## src/rtl/voltmeter_pkg.sv

```systemverilog
// Shared types and default constants for the voltmeter front end.
// The sample rate is 500 Hz derived from the 2.08 MHz system clock.
package voltmeter_pkg;

   localparam int unsigned CLK_FREQ_HZ    = 2_080_000;
   localparam int unsigned SAMPLE_DIV_DEF = 4160;
   localparam int unsigned AVG_LOG2_DEF   = 3;
   localparam int unsigned ADC_W_DEF      = 10;
   localparam int unsigned TIMEOUT_DEF    = 255;

   typedef enum logic [2:0] {
      IDLE      = 3'd0,
      WAIT_TICK = 3'd1,
      START     = 3'd2,
      WAIT_DONE = 3'd3,
      PUBLISH   = 3'd4
   } seq_state_e;

endpackage

```

## src/rtl/tick_prescaler.sv

```systemverilog
// Enable-gated modulo-DIV counter producing a one-cycle tick on the last count.
// Dropping enable clears the count, so the first tick arrives DIV cycles after enable rises.
module tick_prescaler #(
   parameter int unsigned DIV = 4160
) (
   input  logic clk_i,
   input  logic reset_n,
   input  logic enable_i,
   output logic tick_o
);

   localparam int unsigned CW = (DIV > 1) ? $clog2(DIV) : 1;
   localparam logic [CW-1:0] LAST = CW'(DIV - 1);

   logic [CW-1:0] count;

   always_ff @(posedge clk_i or negedge reset_n) begin
      if (!reset_n) begin
         count <= '0;
      end else if (!enable_i) begin
         count <= '0;
      end else if (count == LAST) begin
         count <= '0;
      end else begin
         count <= count + CW'(1);
      end
   end

   assign tick_o = enable_i && (count == LAST);

endmodule

```

## src/rtl/adc_sample_sequencer.sv

```systemverilog
// Paces external ADC conversions, guards each with a timeout and publishes
// the mean of 2^AVG_LOG2 accepted results with a one-cycle valid strobe.
module adc_sample_sequencer
   import voltmeter_pkg::*;
#(
   parameter int unsigned SAMPLE_DIV = SAMPLE_DIV_DEF,
   parameter int unsigned AVG_LOG2   = AVG_LOG2_DEF,
   parameter int unsigned ADC_W      = ADC_W_DEF,
   parameter int unsigned TIMEOUT    = TIMEOUT_DEF
) (
   input  logic             clk_i,
   input  logic             reset_n,
   input  logic             enable_i,
   output logic             adc_start_o,
   input  logic             adc_done_i,
   input  logic [ADC_W-1:0] adc_data_i,
   output logic [ADC_W-1:0] avg_o,
   output logic             avg_valid_o,
   output logic             timeout_o,
   output logic             busy_o,
   output logic [2:0]       state_o
);

   localparam int unsigned ACC_W = ADC_W + AVG_LOG2;
   localparam int unsigned CNT_W = AVG_LOG2 + 1;
   localparam int unsigned TO_W  = $clog2(TIMEOUT + 1);
   localparam logic [CNT_W-1:0] N_SAMPLES = CNT_W'(1 << AVG_LOG2);
   localparam logic [TO_W-1:0]  TO_LIMIT  = TO_W'(TIMEOUT);

   seq_state_e       state;
   logic             tick;
   logic [ACC_W-1:0] acc;
   logic [CNT_W-1:0] cnt;
   logic [TO_W-1:0]  to_cnt;
   logic [ACC_W-1:0] acc_sum;
   logic [CNT_W-1:0] cnt_inc;
   logic [TO_W-1:0]  to_inc;

   tick_prescaler #(
      .DIV (SAMPLE_DIV)
   ) u_prescaler (
      .clk_i    (clk_i),
      .reset_n  (reset_n),
      .enable_i (enable_i),
      .tick_o   (tick)
   );

   assign acc_sum = acc + ACC_W'(adc_data_i);
   assign cnt_inc = cnt + CNT_W'(1);
   assign to_inc  = to_cnt + TO_W'(1);
   assign state_o = state;

   // ADC handshake: adc_start_o is a single-cycle request issued from START;
   // adc_done_i is a single-cycle strobe qualifying adc_data_i and is only
   // honoured in WAIT_DONE. There is no back-pressure in either direction.
   always_ff @(posedge clk_i or negedge reset_n) begin
      if (!reset_n) begin
         state       <= IDLE;
         acc         <= '0;
         cnt         <= '0;
         to_cnt      <= '0;
         adc_start_o <= 1'b0;
         avg_o       <= '0;
         avg_valid_o <= 1'b0;
         timeout_o   <= 1'b0;
         busy_o      <= 1'b0;
      end else begin
         adc_start_o <= 1'b0;
         avg_valid_o <= 1'b0;
         if (!enable_i) begin
            // Abort: drop any partial average, keep the last published result.
            state  <= IDLE;
            busy_o <= 1'b0;
            acc    <= '0;
            cnt    <= '0;
            to_cnt <= '0;
         end else begin
            case (state)
               IDLE: begin
                  state <= WAIT_TICK;
               end
               WAIT_TICK: begin
                  if (tick) begin
                     state       <= START;
                     adc_start_o <= 1'b1;
                     busy_o      <= 1'b1;
                  end
               end
               START: begin
                  to_cnt <= '0;
                  state  <= WAIT_DONE;
               end
               WAIT_DONE: begin
                  to_cnt <= to_inc;
                  // A done arriving on the expiry cycle takes priority over the timeout.
                  if (adc_done_i) begin
                     busy_o <= 1'b0;
                     if (cnt_inc == N_SAMPLES) begin
                        avg_o       <= ADC_W'(acc_sum >> AVG_LOG2);
                        avg_valid_o <= 1'b1;
                        timeout_o   <= 1'b0;
                        acc         <= '0;
                        cnt         <= '0;
                        state       <= PUBLISH;
                     end else begin
                        acc   <= acc_sum;
                        cnt   <= cnt_inc;
                        state <= WAIT_TICK;
                     end
                  end else if (to_inc == TO_LIMIT) begin
                     timeout_o <= 1'b1;
                     busy_o    <= 1'b0;
                     acc       <= '0;
                     cnt       <= '0;
                     state     <= WAIT_TICK;
                  end
               end
               PUBLISH: begin
                  state <= WAIT_TICK;
               end
               default: begin
                  state  <= IDLE;
                  busy_o <= 1'b0;
               end
            endcase
         end
      end
   end

endmodule

```

## config.mk

```make
export PLATFORM = sky130hd
export DESIGN_NAME = adc_sample_sequencer
export DESIGN_NICKNAME = d
export VERILOG_FILES = /design/src/rtl/voltmeter_pkg.sv /design/src/rtl/tick_prescaler.sv /design/src/rtl/adc_sample_sequencer.sv
export SDC_FILE = /design/constraint.sdc
export NUM_CORES = 1
export LEC_CHECK = 0
export ABC_CLOCK_PERIOD_IN_PS = 2140
export BUFFER_PORTS_ARGS = -buffer_cell sky130_fd_sc_hd__buf_2
export CAP_MARGIN = 10
export CORE_MARGIN = 2
export CORE_UTILIZATION = 30
export DETAILED_ROUTE_END_ITERATION = 6
export SYNTH_ARGS = -nofsm -noshare
export SYNTH_HDL_FRONTEND = slang
export SYNTH_SLANG_ARGS = --single-unit
export TNS_END_PERCENT = 1
```

## constraint.sdc

```tcl
create_clock -name clk_i -period 2.14 [get_ports clk_i]
set_input_delay 0.428 -clock clk_i [delete_from_list [all_inputs] [get_ports clk_i]]
set_output_delay 0.428 -clock clk_i [all_outputs]
set_load 0.05 [all_outputs]
```

# Word-level counts from Yosys, hierarchy flattened

Cells that the tools add are included.

Register bits after elaboration: 55
Input port bits: 14
Output and inout port bits: 17
Word-level logic and storage cells: 73

$add $sub $neg: 4
Eq/ne operators: 14
Muxes and demuxes: 35
Reductions and logical operators: 10

Operator list:

| operator                                                                 | count |
|---|---|
| 13-bit two-way mux                                                       | 7 |
| 4-bit two-way mux                                                        | 5 |
| 8-bit one-hot mux with 2 select lines                                    | 1 |
| 3-bit two-way mux                                                        | 5 |
| 1-bit two-way mux                                                        | 14 |
| 13-bit by 1-bit adder with 13-bit output (second input constant)         | 1 |
| 13-bit by 10-bit adder with 13-bit output                                | 1 |
| 13-bit == test (second input constant)                                   | 1 |
| 3-bit one-hot mux with 4 select lines                                    | 1 |
| 8-bit by 1-bit adder with 8-bit output (second input constant)           | 1 |
| 8-bit == test (second input constant)                                    | 1 |
| 8-bit two-way mux                                                        | 1 |
| 4-bit AND reduction                                                      | 2 |
| 3-bit by 2-bit == test with 1-bit output (second input constant)         | 2 |
| 3-bit by 1-bit inequality test with 1-bit output (second input constant) | 2 |
| 4-bit by 1-bit adder with 4-bit output (second input constant)           | 1 |
| 4-bit == test (second input constant)                                    | 1 |
| 2-bit by 1-bit inequality test with 1-bit output (second input constant) | 2 |
| 4-bit inequality test (second input constant)                            | 1 |
| 2-bit AND reduction                                                      | 2 |
| 3-bit by 1-bit == test with 1-bit output (second input constant)         | 1 |
| 3-bit == test (second input constant)                                    | 1 |
| 3-bit zero test                                                          | 1 |
| 3-bit inequality test (second input constant)                            | 1 |
| 7 further kinds                                                          | 7 |

# Logic depth before layout (Yosys ltp)

Gate-level depths: netlist (run 1).

Word-level depth: 6
Depth in mapped cells: 9
Gate-level depth less buffers: 9

# Hierarchy

From an unflattened synthesis (run 1), not the netlist that was laid out.

Cell total of the unflattened synthesis: 341
Area, all modules: 3,324.4 sq um

Modules (own cells, without submodules):

| module               | instances | cells an instance | area an instance (sq um) | seq. area each (sq um) |
|---|---|---|---|---|
| adc_sample_sequencer | 1         | 273               | 2,642.5                  | 1,051.0 |
| tick_prescaler       | 1         | 68                | 681.9                    | 325.3 |

# Least setup slack after synthesis (run 1)

OpenSTA, ideal clock, no wires.

Kind: input port to flip-flop
Start: input port adc_data_i[0]
End: register avg_o[5]
Library setup time: 0.128 ns
Arrival time: 2.059 ns
Data required time: 2.012 ns
Slack: -0.047 ns
Cell stages on the path: 9
Buffers on the path: 0
Cells stage by stage: ha_1 -> inv_1 -> fa_1 -> nand2b_1 -> a21oi_1 -> o21ai_1 -> a211oi_1 -> xor2_1 -> mux2_1

Cells in the longest elaborated chain, start to end: 1

Ends and longest elaborated chain:

| what                                      | line                       | RTL |
|---|---|---|
| start: declaration                        | adc_sample_sequencer.sv:16 | `input logic [ADC_W-1:0] adc_data_i,` |
| 13-bit by 10-bit adder with 13-bit output | adc_sample_sequencer.sv:48 | `assign acc_sum = acc + ACC_W'(adc_data_i);` |
| end signal: assignment                    | adc_sample_sequencer.sv:99 | `avg_o <= ADC_W'(acc_sum >> AVG_LOG2);` |
| end: declaration                          | adc_sample_sequencer.sv:17 | `output logic [ADC_W-1:0] avg_o,` |

No other way between the ends.
A chain may end at the register's enable or synchronous reset.

# Worst setup path in the final report (run 1)

Start: register acc[0]
End: register avg_o[5]

Cells in the longest elaborated chain, start to end: 1

Ends and longest elaborated chain:

| what                                      | line                        | RTL |
|---|---|---|
| start: declaration                        | adc_sample_sequencer.sv:32  | `logic [ACC_W-1:0] acc;` |
| start signal: assignment                  | adc_sample_sequencer.sv:106 | `acc <= acc_sum;` |
| 13-bit by 10-bit adder with 13-bit output | adc_sample_sequencer.sv:48  |  |

No other way between the ends.

==> results of run 1 <==
[cells by family after synthesis]
logic type / Yosys count / synth area share (%)
xor gates and xnor gates: 20 / 5.691
buffers and inverters: 20 / 2.764
DFF: 55 / 44.72
adders and majority gates: 16 / 6.748
muxes: 11 / 3.983
AOI/OAI and AO/OA: 81 / 17.85
and+or+nand+nor: 109 / 18.25
[per-layer routing]
metal	up-vias	GRT usage, %	wire (µm)
met5	-	0	0
met4	0	3.429	87
met2	29	21.71	3205
met3	7	2.536	183
li1	1246	-	-
met1	1231	16.50	3274
[worst reg2reg max path, stage by stage, from the launching register on]
cell	delay (ns)
dfrtp_1	0.36
ha_2	0.18
inv_1	0.05
fa_2	0.34
nand2b_4	0.16
a21oi_4	0.17
o21ai_2	0.09
a211oi_2	0.21
xor2_1	0.11
mux2_1	0.29
[sequential cells by signal, indices dropped and copies added (netlist names)]
register and count:
timeout_o 1, acc 13, avg_o 10, adc_start_o 1
to_cnt 8, u_prescaler.count 13, avg_valid_o 1, cnt 4
state_o 3, busy_o 1
[cell type report]
cell class,count,share of cell area (%)
multi-input cells,237,44.88
clock buffers,6,2.225
well taps,133,4.484
inverters,10,1.011
clock inverters,1,0.1349
repair buffers,57,10.18
flip-flops and latches,55,37.09
[worst max-delay path by stage]
stage	slack (ns)	endpoint
2_1_floorplan	0.03	avg_o[5]
3_3_place_gp	-0.17	avg_o[5]
3_5_place_dp	-0.21	avg_o[5]
4_1_cts	0.02	avg_o[7]
5_1_grt	-0.03	avg_o[5]
6_report	0.06	avg_o[5]
[repair_timing]
item                       4_1_cts  5_1_grt
resized for setup                5        4
hold endpoints to repair         0        0
setup endpoints to repair        3        7
pin swaps                        3        3
setup buffers                    1        0
[layout by cell type, fill, tap and decap left out, drive strengths merged, types with 2 or more instances in the layout]
| cell type | Yosys | final |
|---|---|---|
| nand2b | 4 | 4 |
| nor3 | 4 | 4 |
| a211oi | 2 | 2 |
| and3b | 2 | 2 |
| xor2 | 10 | 10 |
| nor2 | 25 | 25 |
| o21ai | 24 | 24 |
| and2 | 4 | 4 |
| o22ai | 2 | 2 |
| ha | 15 | 15 |
| a22o | 8 | 8 |
| xnor2 | 10 | 10 |
| nand4 | 8 | 8 |
| a31oi | 8 | 8 |
| nor2b | 3 | 3 |
| dfrtp | 55 | 55 |
| mux2 | 10 | 10 |
| nand3b | 2 | 2 |
| clkbuf | 4 | 6 |
| o211ai | 3 | 3 |
| nand3 | 14 | 14 |
| nand2 | 26 | 26 |
| inv | 10 | 10 |
| o31ai | 2 | 2 |
| a21oi | 12 | 12 |
| nor4 | 2 | 2 |
| and3 | 10 | 10 |
| o41ai | 2 | 2 |
| buf | 6 | 57 |
| a21o | 5 | 5 |
| a21boi | 4 | 4 |
[power breakdown]
group / total (W) / leakage, nW / switching, W / internal (W)
clock network: 0.000590 / 0.0470 / 0.000334 / 0.000255
logic: 0.000134 / 0.995 / 0.0000817 / 0.0000525
registers: 0.00105 / 0.763 / 0.00000820 / 0.00105
[metrics by stage]
stage               setup WS, ns  instance area [µm²]  setup TNS [ns]
finish                   0.06106                 3711               0
detailed placement       -0.2086                 3576          -1.130
CTS                      0.02213                 3695               0
floorplan                0.03179                 3087               0
global route            -0.02724                 3711        -0.04665
global placement         -0.1728                 3576         -0.8011
==> qor.tcl, run 1 <==
set qor(outcome) {finished, final reports clean}
set qor(wp_depth) 9
set qor(total_global_routing_track_utilization_pct) 12.76
set qor(critical_path.reg2reg.startpoint) {acc[0]}
set qor(fill_cells) 990
set qor(r2r-end) {avg_o[5]}
set qor(clockRootBuffer) {clkbuf_8}
set qor(antenna_left) 0
set qor(gp_congestion) 0.7887
set qor(tcrit_tclk_final_pct) 97.15
set qor(async_reset_ff_share_pct) 100.0
set qor(detail_route.drc_violations) 0
set qor(areaGrowthSynthToFinish_pct) 20.57
set qor(post_synth_main_area_contributors) {dfrtp_1, ha_1, nand2_1}
set qor(grt_start_max_net_pins) 35
set qor(synth_edf_count) 0
set qor(ff2ff_path_depth) 9
set qor(synth.cell_area_um2) 3078
set qor(postSynthRegisterBits) 55
set qor(initial_core_util_pct) 31.20
set qor(syn_avg_cell_area_um2) 9.865
set qor(die_w_um) 105.3
set qor(mappedNetlistNets) 342
set qor(place_inst) 491
set qor(clk_pin_slew_worst_paths_ns) 0.10
set qor(synth.lib_cells_used.distinct) 56
set qor(worst_ir_drop_vdd_v) 0.0002416
set qor(clock_tree.buffer_depth) 2
set qor(floorplan.die.height_um) 105.3
set qor(cp-startpoint) {acc[0]}
set qor(synth_area_leader_cell) {dfrtp_1}
set qor(synth.most_common_cell) {dfrtp_1}
set qor(portion_of_the_post_synthesis_area_used_by_sequential_elements_pct) 44.72
set qor(ff2ff_setup_slack_ns) 0.06
set qor(wl_final_um) 6749
set qor(regArea_um2) 1376
set qor(cts_max_level) 2
set qor(hp-class) {input pin to asynchronous set/reset pin}
set qor(synth_top_cells_by_count) {dfrtp_1, nand2_1, nor2_1, ha_1, nand3_1}
set qor(grt_first_pass_wirelength_um) 11690
set qor(dr_total_vias) 2513
set qor(design.portCount) 31
set qor(maxCapViolCount) 0
set qor(drt-pass1-iter-count) 4
set qor(crit_required_ns) 2.34
set qor(endpoint_kind) {flip-flop}
set qor(clock-sinks) 55
set qor(n_antenna_cell) 0
set qor(critical-path-max-stage-delay_ns) 0.36
set qor(timing.critical_path.buf_inv) 1
set qor(place.port_buffers) 30
set qor(timing.final.crit_period_ns) 2.079
set qor(netlist_instances) 312
set qor(worst_skew_pair.late_latency_ns) 0.31
set qor(path_delay_family) {adder cells}
set qor(route.detailed.wl_per_inst_um) 13.53
set qor(cts_tree) {built}
set qor(post-route-util_pct) 37.62
set qor(power-per-cell-area_nw_per_um2) 479.0
set qor(setup_viol) 0
set qor(timing.critical_path.arrival_ns) 2.28
set qor(place.detailed.hpwl_um) 4972
set qor(rows) 36
set qor(drt-vias-per-instance) 5.036
set qor(timing.critical_path.from_type) {flip-flop}
set qor(totalPowerFinal_w) 0.001778
set qor(clock.fmax_ghz) 0.4810
set qor(timing.final.max_slew_violations) 0
set qor(hold_buffers) 0
set qor(synth-main-ff-cell) {dfrtp_1}
set qor(timing_worst_slew_pin_value_ns) 0.5798
set qor(cts_inserted_buffers) 5
set qor(worst_clock_skew_ns) 0.003646
set qor(worst_hold_slack_ns) 0.09710
set qor(crit_path_max_fanout) 3
set qor(timing.critical_path.slowest_stage_cell) {dfrtp_1}
set qor(drt_first_iter_violations) 88
set qor(fp.dieArea_um2) 11090
set qor(share_of_final_layout_standard_cells_stronger_than_drive_strength_1_pct) 23.22
set qor(p_leak_nw) 1.805
set qor(ys_warn_count) 0
set qor(num-nets-final) 396
set qor(fp.coreArea_um2) 9864
set qor(grt_antenna_before_repair) 0
set qor(path_cells) {ha_2 > inv_1 > fa_2 > nand2b_4 > a21oi_4 > o21ai_2 > a211oi_2 > xor2_1 > mux2_1}
set qor(final-instance-count-excl-fill) 499
set qor(grt_remaining_overflow) 0
set qor(synthDominantCellAreaShare_pct) 44.72
set qor(path_class) {flip-flop to flip-flop}
set qor(slew_hr_pct) 61.27
set qor(first_global_vias) 2555
set qor(multi_input_area_um2) 1665
set qor(grt_setup_unrepaired) {yes}
set qor(report.final.hold_viol_count) 0
Note: power is estimated with default switching activity, not from simulation.
==> run 2, diff against run 1 <==
Settings changed: ABC_CLOCK_PERIOD_IN_PS 2140 to 2200.
Clock period 2.14 ns to 2.2 ns, I/O delays scaled along.
==> qor.tcl, run 2 (synthesized netlist as in run 1, its figures left out) <==
set qor(maxCapViolCount) 0 ;# unchanged
set qor(place.detailed.hpwl_um) 4961 ;# was 4972 µm
set qor(report.final.hold_viol_count) 0 ;# unchanged
set qor(path_delay_family) {adder cells} ;# unchanged
set qor(timing_worst_slew_pin_value_ns) 0.6071 ;# was 0.5798 ns
set qor(grt_first_pass_wirelength_um) 11920 ;# was 11690 µm
set qor(die_w_um) 105.3 ;# unchanged
set qor(largest_registers) {acc x13, u_prescaler.count x13, avg_o x10} ;# unchanged
set qor(slew_hr_pct) 59.44 ;# was 61.27%
set qor(fp.dieArea_um2) 11090 ;# unchanged
set qor(timing.critical_path.arrival_ns) 2.30 ;# was 2.28 ns
set qor(ff2ff_path_depth) 9 ;# unchanged
set qor(timing.final.max_slew_violations) 0 ;# unchanged
set qor(initial_core_util_pct) 31.20 ;# unchanged
set qor(critical-path-max-stage-delay_ns) 0.38 ;# was 0.36 ns
set qor(path_cells) {ha_2 > inv_2 > fa_2 > nand2b_4 > a21oi_4 > o21ai_2 > a211oi_2 > xor2_1 > mux2_4} ;# was ha_2 > inv_1 > fa_2 > nand2b_4 > a21oi_4 > o21ai_2 > a211oi_2 > xor2_1 > mux2_1
set qor(clk_pin_slew_worst_paths_ns) 0.11 ;# was 0.10 ns
set qor(total_global_routing_track_utilization_pct) 12.95 ;# was 12.76%
set qor(final-instance-count-excl-fill) 496 ;# was 499
set qor(outcome) {finished, final reports clean} ;# unchanged
set qor(route.detailed.wl_per_inst_um) 13.99 ;# was 13.53 µm
set qor(cell_area_reported_after_detailed_placement_um2) 3515 ;# was 3576 µm²
set qor(clock_tree.buffer_depth) 2 ;# unchanged
set qor(r2r-end) {avg_o[5]} ;# unchanged
set qor(endpoint_kind) {flip-flop} ;# unchanged
set qor(gp_congestion) 0.8081 ;# was 0.7887
set qor(setup_tns_ns) 0 ;# unchanged
set qor(drt-vias-per-instance) 5.052 ;# was 5.036
set qor(drt_first_iter_violations) 85 ;# was 88
set qor(clockRootBuffer) {clkbuf_8} ;# unchanged
set qor(worst_clock_skew_ns) 0.009393 ;# was 0.003646 ns
set qor(most_frequent_standard_cell_in_the_layout_excluding_fill_and_tap_cells) {dfrtp_1} ;# unchanged
set qor(fp.coreArea_um2) 9864 ;# unchanged
set qor(drt-pass1-iter-count) 4 ;# unchanged
set qor(power-per-cell-area_nw_per_um2) 469.1 ;# was 479.0 nW/µm²
set qor(grt_antenna_before_repair) 0 ;# unchanged
set qor(worst_skew_pair.late_latency_ns) 0.32 ;# was 0.31 ns
set qor(design.portCount) 31 ;# unchanged
set qor(grt_setup_unrepaired) {yes} ;# unchanged
set qor(detail_route.drc_violations) 0 ;# unchanged
set qor(n_antenna_cell) 0 ;# unchanged
set qor(areaGrowthSynthToFinish_pct) 20.65 ;# was 20.57%
set qor(share_of_final_layout_standard_cells_stronger_than_drive_strength_1_pct) 23.42 ;# was 23.22%
set qor(critical_path.reg2reg.startpoint) {acc[0]} ;# unchanged
set qor(place.port_buffers) 30 ;# unchanged
set qor(timing.critical_path.buf_inv) 1 ;# unchanged
set qor(cts_max_level) 2 ;# unchanged
set qor(crit_path_max_fanout) 2 ;# was 3
set qor(p_leak_nw) 1.776 ;# was 1.805 nW
set qor(timing.final.crit_period_ns) 2.100 ;# was 2.079 ns
set qor(dr_total_vias) 2506 ;# was 2513
set qor(first_global_vias) 2470 ;# was 2555
set qor(worst_ir_drop_vdd_v) 0.0003094 ;# was 0.0002416 V
set qor(clock.fmax_ghz) 0.4762 ;# was 0.4810 GHz
set qor(timing.critical_path.slowest_stage_cell) {fa_2} ;# was dfrtp_1
set qor(place_inst) 484 ;# was 491
set qor(path_class) {flip-flop to flip-flop} ;# unchanged
set qor(cts_tree) {built} ;# unchanged
set qor(tcrit_tclk_final_pct) 95.44 ;# was 97.15%
set qor(setup_viol) 0 ;# unchanged
set qor(layout.cells.most_common_list) {dfrtp_1, buf_2, nand2_1, nor2_1, buf_4} ;# unchanged
set qor(floorplan.die.height_um) 105.3 ;# unchanged
set qor(clock-sinks) 55 ;# unchanged
set qor(post-route-cell-area_um2) 3714 ;# was 3711 µm²
set qor(num-nets-final) 392 ;# was 396
set qor(fill_cells) 1003 ;# was 990
set qor(timing.critical_path.from_type) {flip-flop} ;# unchanged
set qor(hp-class) {input pin to asynchronous set/reset pin} ;# unchanged
set qor(ff2ff_setup_slack_ns) 0.10 ;# was 0.06 ns
set qor(crit_required_ns) 2.40 ;# was 2.34 ns
set qor(antenna_left) 0 ;# unchanged
set qor(grt_remaining_overflow) 0 ;# unchanged
set qor(grt_start_max_net_pins) 26 ;# was 35
set qor(rows) 36 ;# unchanged
set qor(wl_final_um) 6941 ;# was 6749 µm
set qor(cts_inserted_buffers) 5 ;# unchanged
==> run 2: stage by stage <==
stage | utilization (%) | hold WS, ns | total power, W | worst slack (ns)
3_3_place_gp | 35.63 | 0.4617 | 0.001167 | -0.1887
5_1_grt | 37.65 | 0.1295 | 0.001819 | -0.03447
2_1_floorplan | - | 0.1444 | 0.001102 | 0.001128
4_1_cts | 36.75 | 0.1116 | 0.001763 | 0.03643
6_report | 37.65 | 0.09569 | 0.001742 | 0.1002
3_5_place_dp | 35.63 | 0.4642 | 0.001169 | -0.2411
==> run 2: how the worst max path moves through the flow <==
stage	from	end	slack, ns	cells past startpoint
CTS	acc[0]	avg_o[9]	0.04	10
finish	acc[0]	avg_o[5]	0.10	9
floorplan	adc_data_i[0]	avg_o[5]	0.001	9
global route	acc[0]	avg_o[5]	-0.03	9
detailed placement	adc_data_i[0]	avg_o[9]	-0.24	11
global placement	adc_data_i[0]	avg_o[5]	-0.19	10
==> run 2: area by class of cell <==
cell class / count / area (µm²) / area share, %
multi-input cells: 237 / 1689 / 45.49
flip-flops and latches: 55 / 1376 / 37.06
repair buffers: 53 / 351.6 / 9.468
well taps: 133 / 166.4 / 4.481
clock buffers: 5 / 68.82 / 1.853
inverters: 10 / 37.54 / 1.011
clock inverters: 3 / 23.77 / 0.6402
==> run 2: what timing repair did <==
item                                   in CTS  in global routing
pin swaps                                   2                  8
endpoints found under the hold margin       0                  0
buffers inserted                            0                  4
hold buffers                                0                  0
cloned                                      0                  0
resized for setup                           4                 13
setup endpoints to repair                   4                 10
==> run 2: where the power goes <==
part	leakage (nW)	total (W)	switching [W]	internal, W
combinational	0.972	0.000127	0.0000805	0.0000463
sequential	0.763	0.00103	0.00000775	0.00102
clock	0.0408	0.000590	0.000361	0.000229
total	1.78	0.00174	0.000450	0.00129
==> run 2: metal layers <==
metal | vias up | global-route usage [%] | share of wire [%]
met4 | 0 | 2.857 | 1.0
met2 | 48 | 21.06 | 45
met3 | 9 | 2.350 | 3.4
met1 | 1209 | 17.98 | 50
met5 | - | 0 | 0
li1 | 1240 | - | -
==> run 2: worst register-to-register path, cell delays in order (launching register included) <==
cell and delay (ns):
dfrtp_1 0.37, ha_2 0.19, inv_2 0.04, fa_2 0.38
nand2b_4 0.16, a21oi_4 0.15, o21ai_2 0.08, a211oi_2 0.23
xor2_1 0.11, mux2_4 0.26
